===== config.mk =====
export PLATFORM = sky130hd
export DESIGN_NAME = tlul_host_arbiter
export DESIGN_NICKNAME = d
export VERILOG_FILES = /design/src/rtl/tlul_host_arbiter.sv
export SDC_FILE = /design/constraint.sdc
export NUM_CORES = 1
export LEC_CHECK = 0
export BUFFER_PORTS_ARGS = -buffer_cell sky130_fd_sc_hd__buf_2
export CAP_MARGIN = 20
export CORE_UTILIZATION = 30
export DETAILED_ROUTE_END_ITERATION = 10
export GPL_ROUTABILITY_DRIVEN = 0
export SLEW_MARGIN = 20
export SYNTH_ARGS = -nofsm -noshare
export SYNTH_HDL_FRONTEND = slang
export SYNTH_SLANG_ARGS = --single-unit

===== constraint.sdc =====
create_clock -name clock -period 2.3 [get_ports clock]
set_input_delay 0.46 -clock clock [delete_from_list [all_inputs] [get_ports clock]]
set_output_delay 0.46 -clock clock [all_outputs]
set_load 0.01 [all_outputs]

===== src/rtl/tlul_host_arbiter.sv =====
// Purpose: round-robin share of one TL-UL host adapter port between NUM_HOSTS requesters, with owner tracking for responses.
// Latency: zero-cycle combinational request/grant path; responses are steered to their owner in the cycle they arrive.
// Backpressure: a request ungranted downstream locks its host in place; issue stalls while MAX_OUT transactions are outstanding.
//
// Ports:
//   clock, reset            rising-edge clock, synchronous active-high reset
//   req_i/gnt_o             per-host request / one-hot grant
//   addr_i/we_i/wdata_i/be_i per-host request fields, host k at slice k
//   valid_o/rdata_o/err_o   one-hot response valid, broadcast data and error
//   dn_*                    single host port towards the adapter
//   outstanding_o           granted-but-unanswered transaction count
//   spurious_o              pulse: response arrived with no recorded owner
module tlul_host_arbiter #(
    parameter int NUM_HOSTS = 2,
    parameter int MAX_OUT   = 2,
    parameter int TL_AW     = 32,
    parameter int TL_DW     = 32,
    parameter int TL_DBW    = TL_DW / 8
) (
    input  logic                          clock,
    input  logic                          reset,
    input  logic [NUM_HOSTS-1:0]          req_i,
    output logic [NUM_HOSTS-1:0]          gnt_o,
    input  logic [NUM_HOSTS*TL_AW-1:0]    addr_i,
    input  logic [NUM_HOSTS-1:0]          we_i,
    input  logic [NUM_HOSTS*TL_DW-1:0]    wdata_i,
    input  logic [NUM_HOSTS*TL_DBW-1:0]   be_i,
    output logic [NUM_HOSTS-1:0]          valid_o,
    output logic [TL_DW-1:0]              rdata_o,
    output logic                          err_o,
    output logic                          dn_req_o,
    input  logic                          dn_gnt_i,
    output logic [TL_AW-1:0]              dn_addr_o,
    output logic                          dn_we_o,
    output logic [TL_DW-1:0]              dn_wdata_o,
    output logic [TL_DBW-1:0]             dn_be_o,
    input  logic                          dn_valid_i,
    input  logic [TL_DW-1:0]              dn_rdata_i,
    input  logic                          dn_err_i,
    output logic [$clog2(MAX_OUT+1)-1:0]  outstanding_o,
    output logic                          spurious_o
);

    localparam int HW = $clog2(NUM_HOSTS);
    localparam int PW = (MAX_OUT > 1) ? $clog2(MAX_OUT) : 1;
    localparam int CW = $clog2(MAX_OUT + 1);

    localparam logic [HW:0]   NH_W     = (HW+1)'(NUM_HOSTS);
    localparam logic [HW-1:0] LAST_RST = HW'(NUM_HOSTS - 1);
    localparam logic [PW-1:0] PTR_MAX  = PW'(MAX_OUT - 1);
    localparam logic [CW-1:0] CNT_FULL = CW'(MAX_OUT);

    // State
    logic [HW-1:0] last_q, last_d;
    logic          lock_q, lock_d;
    logic [HW-1:0] lock_idx_q, lock_idx_d;
    logic [HW-1:0] owner_q [MAX_OUT];
    logic [HW-1:0] owner_d [MAX_OUT];
    logic [PW-1:0] wr_ptr_q, wr_ptr_d;
    logic [PW-1:0] rd_ptr_q, rd_ptr_d;
    logic [CW-1:0] count_q, count_d;

    // Combinational
    logic [HW:0]   cand;
    logic          found;
    logic [HW-1:0] rr_idx;
    logic [HW-1:0] sel;
    logic          full;
    logic          fire;
    logic          pop;

    // Round-robin scan starting just after the last granted host. The sum
    // stays below 2*NUM_HOSTS, so one conditional subtract is the modulo.
    always_comb begin
        rr_idx = last_q;
        found  = 1'b0;
        cand   = '0;
        for (int i = 1; i <= NUM_HOSTS; i++) begin
            cand = {1'b0, last_q} + (HW+1)'(i);
            if (cand >= NH_W) begin
                cand = cand - NH_W;
            end
            if (!found && req_i[cand[HW-1:0]]) begin
                found  = 1'b1;
                rr_idx = cand[HW-1:0];
            end
        end
    end

    // A presented-but-ungranted request keeps its host until granted.
    assign sel  = lock_q ? lock_idx_q : rr_idx;
    assign full = (count_q == CNT_FULL);

    // Full is judged on the registered count, so a same-cycle pop does not
    // reopen issue until the following cycle.
    assign dn_req_o = ~reset & ~full & (lock_q | (|req_i));
    assign fire     = dn_req_o & dn_gnt_i;
    assign pop      = ~reset & dn_valid_i & (count_q != '0);

    assign spurious_o    = ~reset & dn_valid_i & (count_q == '0);
    assign outstanding_o = reset ? '0 : count_q;
    assign rdata_o       = dn_rdata_i;
    assign err_o         = dn_err_i;

    // Downstream field mux; fields are forced to zero while idle.
    always_comb begin
        dn_addr_o  = '0;
        dn_we_o    = 1'b0;
        dn_wdata_o = '0;
        dn_be_o    = '0;
        for (int h = 0; h < NUM_HOSTS; h++) begin
            if (dn_req_o && (sel == HW'(h))) begin
                dn_addr_o  = addr_i[h*TL_AW +: TL_AW];
                dn_we_o    = we_i[h];
                dn_wdata_o = wdata_i[h*TL_DW +: TL_DW];
                dn_be_o    = be_i[h*TL_DBW +: TL_DBW];
            end
        end
    end

    // Grant and response steering
    always_comb begin
        gnt_o   = '0;
        valid_o = '0;
        for (int h = 0; h < NUM_HOSTS; h++) begin
            gnt_o[h]   = fire && (sel == HW'(h));
            valid_o[h] = pop && (owner_q[rd_ptr_q] == HW'(h));
        end
    end

    // Next-state logic
    always_comb begin
        last_d     = last_q;
        lock_d     = lock_q;
        lock_idx_d = lock_idx_q;
        wr_ptr_d   = wr_ptr_q;
        rd_ptr_d   = rd_ptr_q;
        count_d    = count_q;
        for (int i = 0; i < MAX_OUT; i++) begin
            owner_d[i] = owner_q[i];
        end

        if (fire) begin
            last_d            = sel;
            lock_d            = 1'b0;
            owner_d[wr_ptr_q] = sel;
            wr_ptr_d          = (wr_ptr_q == PTR_MAX) ? '0 : wr_ptr_q + PW'(1);
        end else if (dn_req_o) begin
            lock_d     = 1'b1;
            lock_idx_d = sel;
        end

        if (pop) begin
            rd_ptr_d = (rd_ptr_q == PTR_MAX) ? '0 : rd_ptr_q + PW'(1);
        end

        case ({fire, pop})
            2'b10:   count_d = count_q + CW'(1);
            2'b01:   count_d = count_q - CW'(1);
            default: count_d = count_q;
        endcase
    end

    always_ff @(posedge clock) begin
        if (reset) begin
            last_q     <= LAST_RST;
            lock_q     <= 1'b0;
            lock_idx_q <= '0;
            wr_ptr_q   <= '0;
            rd_ptr_q   <= '0;
            count_q    <= '0;
            for (int i = 0; i < MAX_OUT; i++) begin
                owner_q[i] <= '0;
            end
        end else begin
            last_q     <= last_d;
            lock_q     <= lock_d;
            lock_idx_q <= lock_idx_d;
            wr_ptr_q   <= wr_ptr_d;
            rd_ptr_q   <= rd_ptr_d;
            count_q    <= count_d;
            for (int i = 0; i < MAX_OUT; i++) begin
                owner_q[i] <= owner_d[i];
            end
        end
    end

endmodule


# Word-level counts from Yosys, hierarchy flattened
# Memory sizes are Yosys's and may differ from the RTL's. A register that Yosys moved wholly into a read port is not among the register bits.
# Cells that the tools add are included.
dict set report totals {
  regBits 7
  ram_bits 2
  inputBits 177
  out_inout_bits 110
  n_memories 1
}
dict set report classes {
  addsub 8
  n_lt_le_gt_ge 6
  eq_ne 3
  muxes 33
  bitwise 15
  reduce_logical 15
}
# memory depth width read_ports rd_ports_with_merged_regs write_ports line
set mem_list {}
lappend mem_list {owner_q 2 1 3 1 2 57} ;# logic [HW-1:0] owner_q [MAX_OUT];
# cell count
set ops {}
lappend ops {{32-bit two-way mux} 4}
lappend ops {{1-bit two-way mux} 22}
lappend ops {{1-bit logical AND} 8}
lappend ops {{4-bit two-way mux} 2}
lappend ops {{1-bit bitwise AND} 6}
lappend ops {{2-bit greater-or-equal comparator (second input constant)} 3}
lappend ops {{1-bit NOT} 5}
lappend ops {{2-bit == test (second input constant)} 2}
lappend ops {{1-bit by 2-bit less-than comparator with 1-bit output (second input constant)} 2}
lappend ops {{2-bit two-way mux} 2}
lappend ops {{2-bit one-hot mux with 2 select lines} 1}
lappend ops {{2-bit nonzero test} 2}
lappend ops {{2-bit OR reduction} 2}
lappend ops {{1-bit OR} 3}
lappend ops {{1-bit adder (second input constant)} 2}
lappend ops {{1-bit by 1-bit adder with 2-bit output (second input constant)} 1}
lappend ops {{1-bit by 2-bit adder with 2-bit output (second input constant)} 1}
lappend ops {{2-bit by 1-bit adder with 2-bit output (second input constant)} 1}
lappend ops {{2-bit bitwise mux} 1}
lappend ops {{2-bit by 1-bit == test with 1-bit output (second input constant)} 1}
lappend ops {{2-bit logical NOT} 1}
lappend ops {{2-bit by 1-bit less-than comparator with 1-bit output (second input constant)} 1}
lappend ops {{1-bit NOT with 2-bit output} 1}
lappend ops {{2-bit AND reduction} 1}
lappend ops {{4 further kinds} 5}

# Depth between registers and ports, before layout
dict set report logic_depth {
  ltp_word 14
  depth_mapped 9
  depth_no_buf 8
}

# Worst setup path before layout
# OpenSTA, ideal clock, no wires.
dict set report synth_path {
  path_kind {input to register}
  from {input req_i[0]}
  to {register count_q[1]}
  arrival_time_ns 1.855
  path_slack_ns 0.375
  cell_stages 7
  n_path_buf 0
  path_cell_list {or3_4 -> nand3_4 -> inv_2 -> nand2_1 -> ha_1 -> or3_1 -> a21oi_1}
}
dict set report synth_between {
  elab_chain_cells 6
  elab_cells_between_ends 8
  cone_classes {eq/ne: 2; mux: 1; bitwise: 3; reduce/logical: 2}
}
# element line
set synth_rtl {}
lappend synth_rtl {{from (decl)} 22} ;# input logic [NUM_HOSTS-1:0] req_i,
lappend synth_rtl {{2-bit OR reduction *} 96} ;# assign dn_req_o = ~reset & ~full & (lock_q | (|req_i));
lappend synth_rtl {{1-bit OR *} 96}
lappend synth_rtl {{1-bit bitwise AND *} 96}
lappend synth_rtl {{named net dn_req_o} 31} ;# output logic dn_req_o,
lappend synth_rtl {{1-bit bitwise AND *} 97} ;# assign fire = dn_req_o & dn_gnt_i;
lappend synth_rtl {{2-bit by 1-bit == test with 1-bit output or 2-bit == test (tied branches)} 157} ;# case ({fire, pop})
lappend synth_rtl {{2-bit one-hot mux with 2 select lines or 2-bit nonzero test (tied branches)} --}
lappend synth_rtl {{to (signal assigned)} 181} ;# count_q <= count_d;
lappend synth_rtl {{to (decl)} 61} ;# logic [CW-1:0] count_q, count_d;
# The timed path passes the listed nets; every way through them passes the cells marked *.
# A chain may end at the register's enable or synchronous reset.

# Worst setup path in the final report
dict set report layout_path {
  from {register lock_q}
  to {output dn_wdata_o[10]}
}
dict set report layout_between {
  elab_chain_cells 5
  elab_cells_between_ends 8
  cone_classes {mux: 3; bitwise: 3; reduce/logical: 2}
}
# element line
set layout_rtl {}
lappend layout_rtl {{from (decl)} 55} ;# logic lock_q, lock_d;
lappend layout_rtl {{from (signal assigned)} 177} ;# lock_q <= lock_d;
lappend layout_rtl {{1-bit OR or 1-bit two-way mux (tied branches)} {96, 91}}
lappend layout_rtl {{1-bit bitwise AND or 1-bit NOT (tied branches)} {96, 112}}
lappend layout_rtl {{1-bit logical AND} 112} ;# if (dn_req_o && (sel == HW'(h))) begin
lappend layout_rtl {{32-bit two-way mux} 112}
lappend layout_rtl {{32-bit two-way mux *} 112}
lappend layout_rtl {{to (decl)} 35} ;# output logic [TL_DW-1:0] dn_wdata_o,
# Every way passes the cells marked *; elsewhere a longest branch is shown, timed or not.

==> impl_metrics.env <==
export IMPL_regToRegSetupSlack_ns=0.35
export IMPL_cts_setup_buffers=0
export IMPL_xor_xnor_fraction_of_synth_area_pct=0.483
export IMPL_tritoncts_num_buffers=3
export IMPL_worst_skew_pair_late_latency_ns=0.24
export IMPL_clk_pin_slew_ns=0.04
export IMPL_layout_cells_most_common="sky130_fd_sc_hd__buf_2"
export IMPL_mappedNetlistArea_um2=3630
export IMPL_floorplan_io_pins=287
export IMPL_pwr_share_seq_pct=13.9
export IMPL_cell_internal_pwr_uw=864
export IMPL_worstHoldPathType="register to register"
export IMPL_routed_via_density=6.21
export IMPL_run_status="complete, but fails checks"
export IMPL_grt_antenna_before_repair=0
export IMPL_rsz_0062_raised_after_global_routing="no"
export IMPL_drc_viols=19
export IMPL_critical_path_max_stage_delay_ns=0.45
export IMPL_first_global_vias=4635
export IMPL_crit_fanout=41
export IMPL_fin_hold_ws_ns=0.466
export IMPL_synth_top_cell_by_area="sky130_fd_sc_hd__nand4b_1"
export IMPL_failed_checks="design-rule violations"
export IMPL_row_count=39
export IMPL_avgRoutedWirePerCell_um=17.8
export IMPL_worstSetupPathDepth=5
export IMPL_most_common_layout_cells="220 x sky130_fd_sc_hd__buf_2, 74 x sky130_fd_sc_hd__a21oi_1, 70 x sky130_fd_sc_hd__and3_1, 70 x sky130_fd_sc_hd__nand4b_1"
export IMPL_number_of_max_cap_violations=0
export IMPL_compound_gate_portion_of_the_synthesized_area_pct=38.6
export IMPL_antenna_cells_inserted=0
export IMPL_worstSetupEndpoint="dn_wdata_o[10]"
export IMPL_tns_ns=0
export IMPL_synth_adder_area_share_pct=0.345
export IMPL_fmax_mhz=454
export IMPL_fraction_of_the_yosys_area_taken_by_sequential_cells_pct=5.52
export IMPL_crit_buf_inv=2
export IMPL_buffer_ports_inserted=220
export IMPL_cts_max_level=1
export IMPL_syn2layout_area_growth_pct=26.8
export IMPL_worstMarginPinSlew_ns=0.446
export IMPL_yosys_top_cells_area="sky130_fd_sc_hd__nand4b_1 17%, sky130_fd_sc_hd__o211ai_1 14%, sky130_fd_sc_hd__and3_1 12%, sky130_fd_sc_hd__a31oi_1 12%, sky130_fd_sc_hd__a21oi_1 10%"
export IMPL_p_leak_nw=2.13
export IMPL_post_route_util_pct=39.6
export IMPL_comb_power_share_pct=63.1
export IMPL_yosysUniqueCellTypes=34
export IMPL_cp_required_ns=1.84
export IMPL_die_area_um2=12500
export IMPL_dpl_hpwl_um=9680
export IMPL_critPathCaptureType="output port"
export IMPL_vdd_ir_drop_worst_mv=0.422
export IMPL_die_h_um=112
export IMPL_power_switching_share_pct=42.3
export IMPL_die_x_um=112
export IMPL_switchingPower_uw=634
export IMPL_postSynthRegisterBits=10
export IMPL_detail_route_iter0_violations=692
export IMPL_drive_gt1_share_pct=39.3
export IMPL_clockRootBuffer="sky130_fd_sc_hd__clkbuf_16"
export IMPL_yosys_area_top_type_share_pct=16.9
export IMPL_timing_clock_skew_ns=0.00159
export IMPL_final_instance_count_excl_fill=797
export IMPL_clock_sinks=10
export IMPL_slew_limit_headroom_pct=70.2
export IMPL_gr_usage_all_layers_pct=20.5
export IMPL_setup_worst_path_class="register to output port"
export IMPL_timing_critical_path_slowest_stage_cell="sky130_fd_sc_hd__or3_4"
export IMPL_pin_count_of_the_biggest_net_entering_global_routing=51
export IMPL_synth_area_per_cell_um2=6.92
export IMPL_num_nets_final=833
export IMPL_start_util_pct=31.2
export IMPL_rr_worst_depth=7
export IMPL_finalSetupViolCount=0
export IMPL_synth_nets=702
export IMPL_tritoncts="yes"
export IMPL_placedCellCount=793
export IMPL_cp_data_arrival_time_ns=1.74
export IMPL_synthSimpleGateAreaFrac_pct=34.3
export IMPL_finalCritPeriodShare_pct=95.7
export IMPL_hold_violation_total_from_the_final_report=0
export IMPL_clockPowerShare_pct=22.9
export IMPL_postRouteAntennaNets=0
export IMPL_cp_top_family="simple AND/OR/NAND/NOR gates"
export IMPL_critical_path_reg2reg_endpoint="count_q[1]"
export IMPL_power_density_over_the_cells_nw_per_um2=326
export IMPL_finalWorstPathRequiredPeriod_ns=2.20
export IMPL_cts_buffer_depth=2
export IMPL_routed_vias=4953
export IMPL_worstPathCellList="or3_4 > nand3_4 > buf_12 > a31oi_1 > buf_2"
export IMPL_worstReg2RegStart="lock_q"
export IMPL_maxSlewViolCount=0
export IMPL_synth_area_mux_share_pct=0.552
export IMPL_worst_setup_path_startpoint="lock_q"
export IMPL_yosysWarningCount=0
export IMPL_global_route_overflow_total=0
export IMPL_startpoint_type="register"
export IMPL_detail_route_first_pass_iterations=8
export IMPL_synthesis_instances=524
export IMPL_route_final_wire_length_um=14200
export IMPL_grt_first_pass_wirelength_um=22000
export IMPL_synth_top_family_by_area="compound AO/OA/AOI/OAI gates"
export IMPL_placeable_core_region_um2=11600
[area by class of cell]
| type | instances | area (um^2) |
|---|---|---|
| fill | 1227 | 7010 |
| multi-input combinational | 397 | 2720 |
| timing repair buffer | 240 | 1400 |
| sequential | 10 | 205 |
| tap | 143 | 179 |
| clock buffer | 4 | 88.8 |
| inverter | 3 | 11.3 |
[power groups by stage]
stage                     combinational (mW)  sequential (mW)  clock (mW)
after global routing                    1.02            0.212       0.359
after global placement                 0.910            0.211           0
after floorplan                        0.636            0.196           0
final                                  0.946            0.209       0.344
after CTS                              0.938            0.209       0.351
after detailed placement               0.934            0.212           0
[worst min path at each step]
stage | cells after the start | end | start
floorplan | 2 | owner_q[1] | owner_q[1]
global placement | 2 | owner_q[0] | owner_q[0]
detailed placement | 2 | owner_q[1] | owner_q[1]
CTS | 2 | owner_q[1] | owner_q[1]
global route | 2 | owner_q[0] | owner_q[0]
finish | 2 | owner_q[0] | owner_q[0]
[per-layer routing]
layer / vias up / GRT usage (%) / routed length [um]
li1: 2329 / - / -
met1: 2358 / 25.2 / 5870
met2: 248 / 37.7 / 7190
met3: 18 / 2.01 / 1010
met4: 0 / 5.69 / 146
met5: - / 0 / 0
[cells in the mapped netlist (all sizes together)]
cell and count:
or2b 1, nor4 1, nor3 3, or3 3, mux2i 2, dfxtp 10
o211ai 69, nand2 4, clkbuf 22, o311ai 2, ha 1, nand4b 70
and2 1, a31oi 69, nand4 2, o41ai 2, and3 70, xor2 1
o21ai 3, nor2 3, nand2b 4, nand3 1, buf 92, xnor2 1
o31ai 1, inv 3, a21oi 74, nor2b 8, o21a 1
[cells by family (layout without fill, tap and decap cells)]
| family | count (synthesis) | after routing |
|---|---|---|
| simple gates | 171 | 171 |
| mux | 2 | 2 |
| flops | 10 | 10 |
| fa+ha+maj | 1 | 1 |
| compound gates | 221 | 221 |
| xor+xnor | 2 | 2 |
| buf+inv | 117 | 247 |
[stage by stage]
stage	setup slack (ns)	total power [mW]	cell area [um^2]
2_1_floorplan	0.375	0.831	3630
3_5_place_dp	0.178	1.15	4490
5_1_grt	0.00866	1.59	4600
4_1_cts	0.0198	1.50	4580
6_report	0.0997	1.50	4600
3_3_place_gp	0.198	1.12	4490
[flip-flops by register name, summed over array words and instances, names as in the netlist, named ones only]
register	flops
lock_q	1
owner_q	2
wr_ptr_q	1
rd_ptr_q	1
count_q	2
last_q	1
lock_idx_q	1
[timing repair]
action                     CTS  global route
hold buffers                 0             0
resized for setup            0             5
setup endpoints to repair    0            57
[worst min-delay path: stages, from the launching register on]
cell and delay (ns):
sky130_fd_sc_hd__dfxtp_1 0.30, sky130_fd_sc_hd__nand2_1 0.05, sky130_fd_sc_hd__mux2i_1 0.06
No activity file was read; power rests on OpenSTA's default activity.
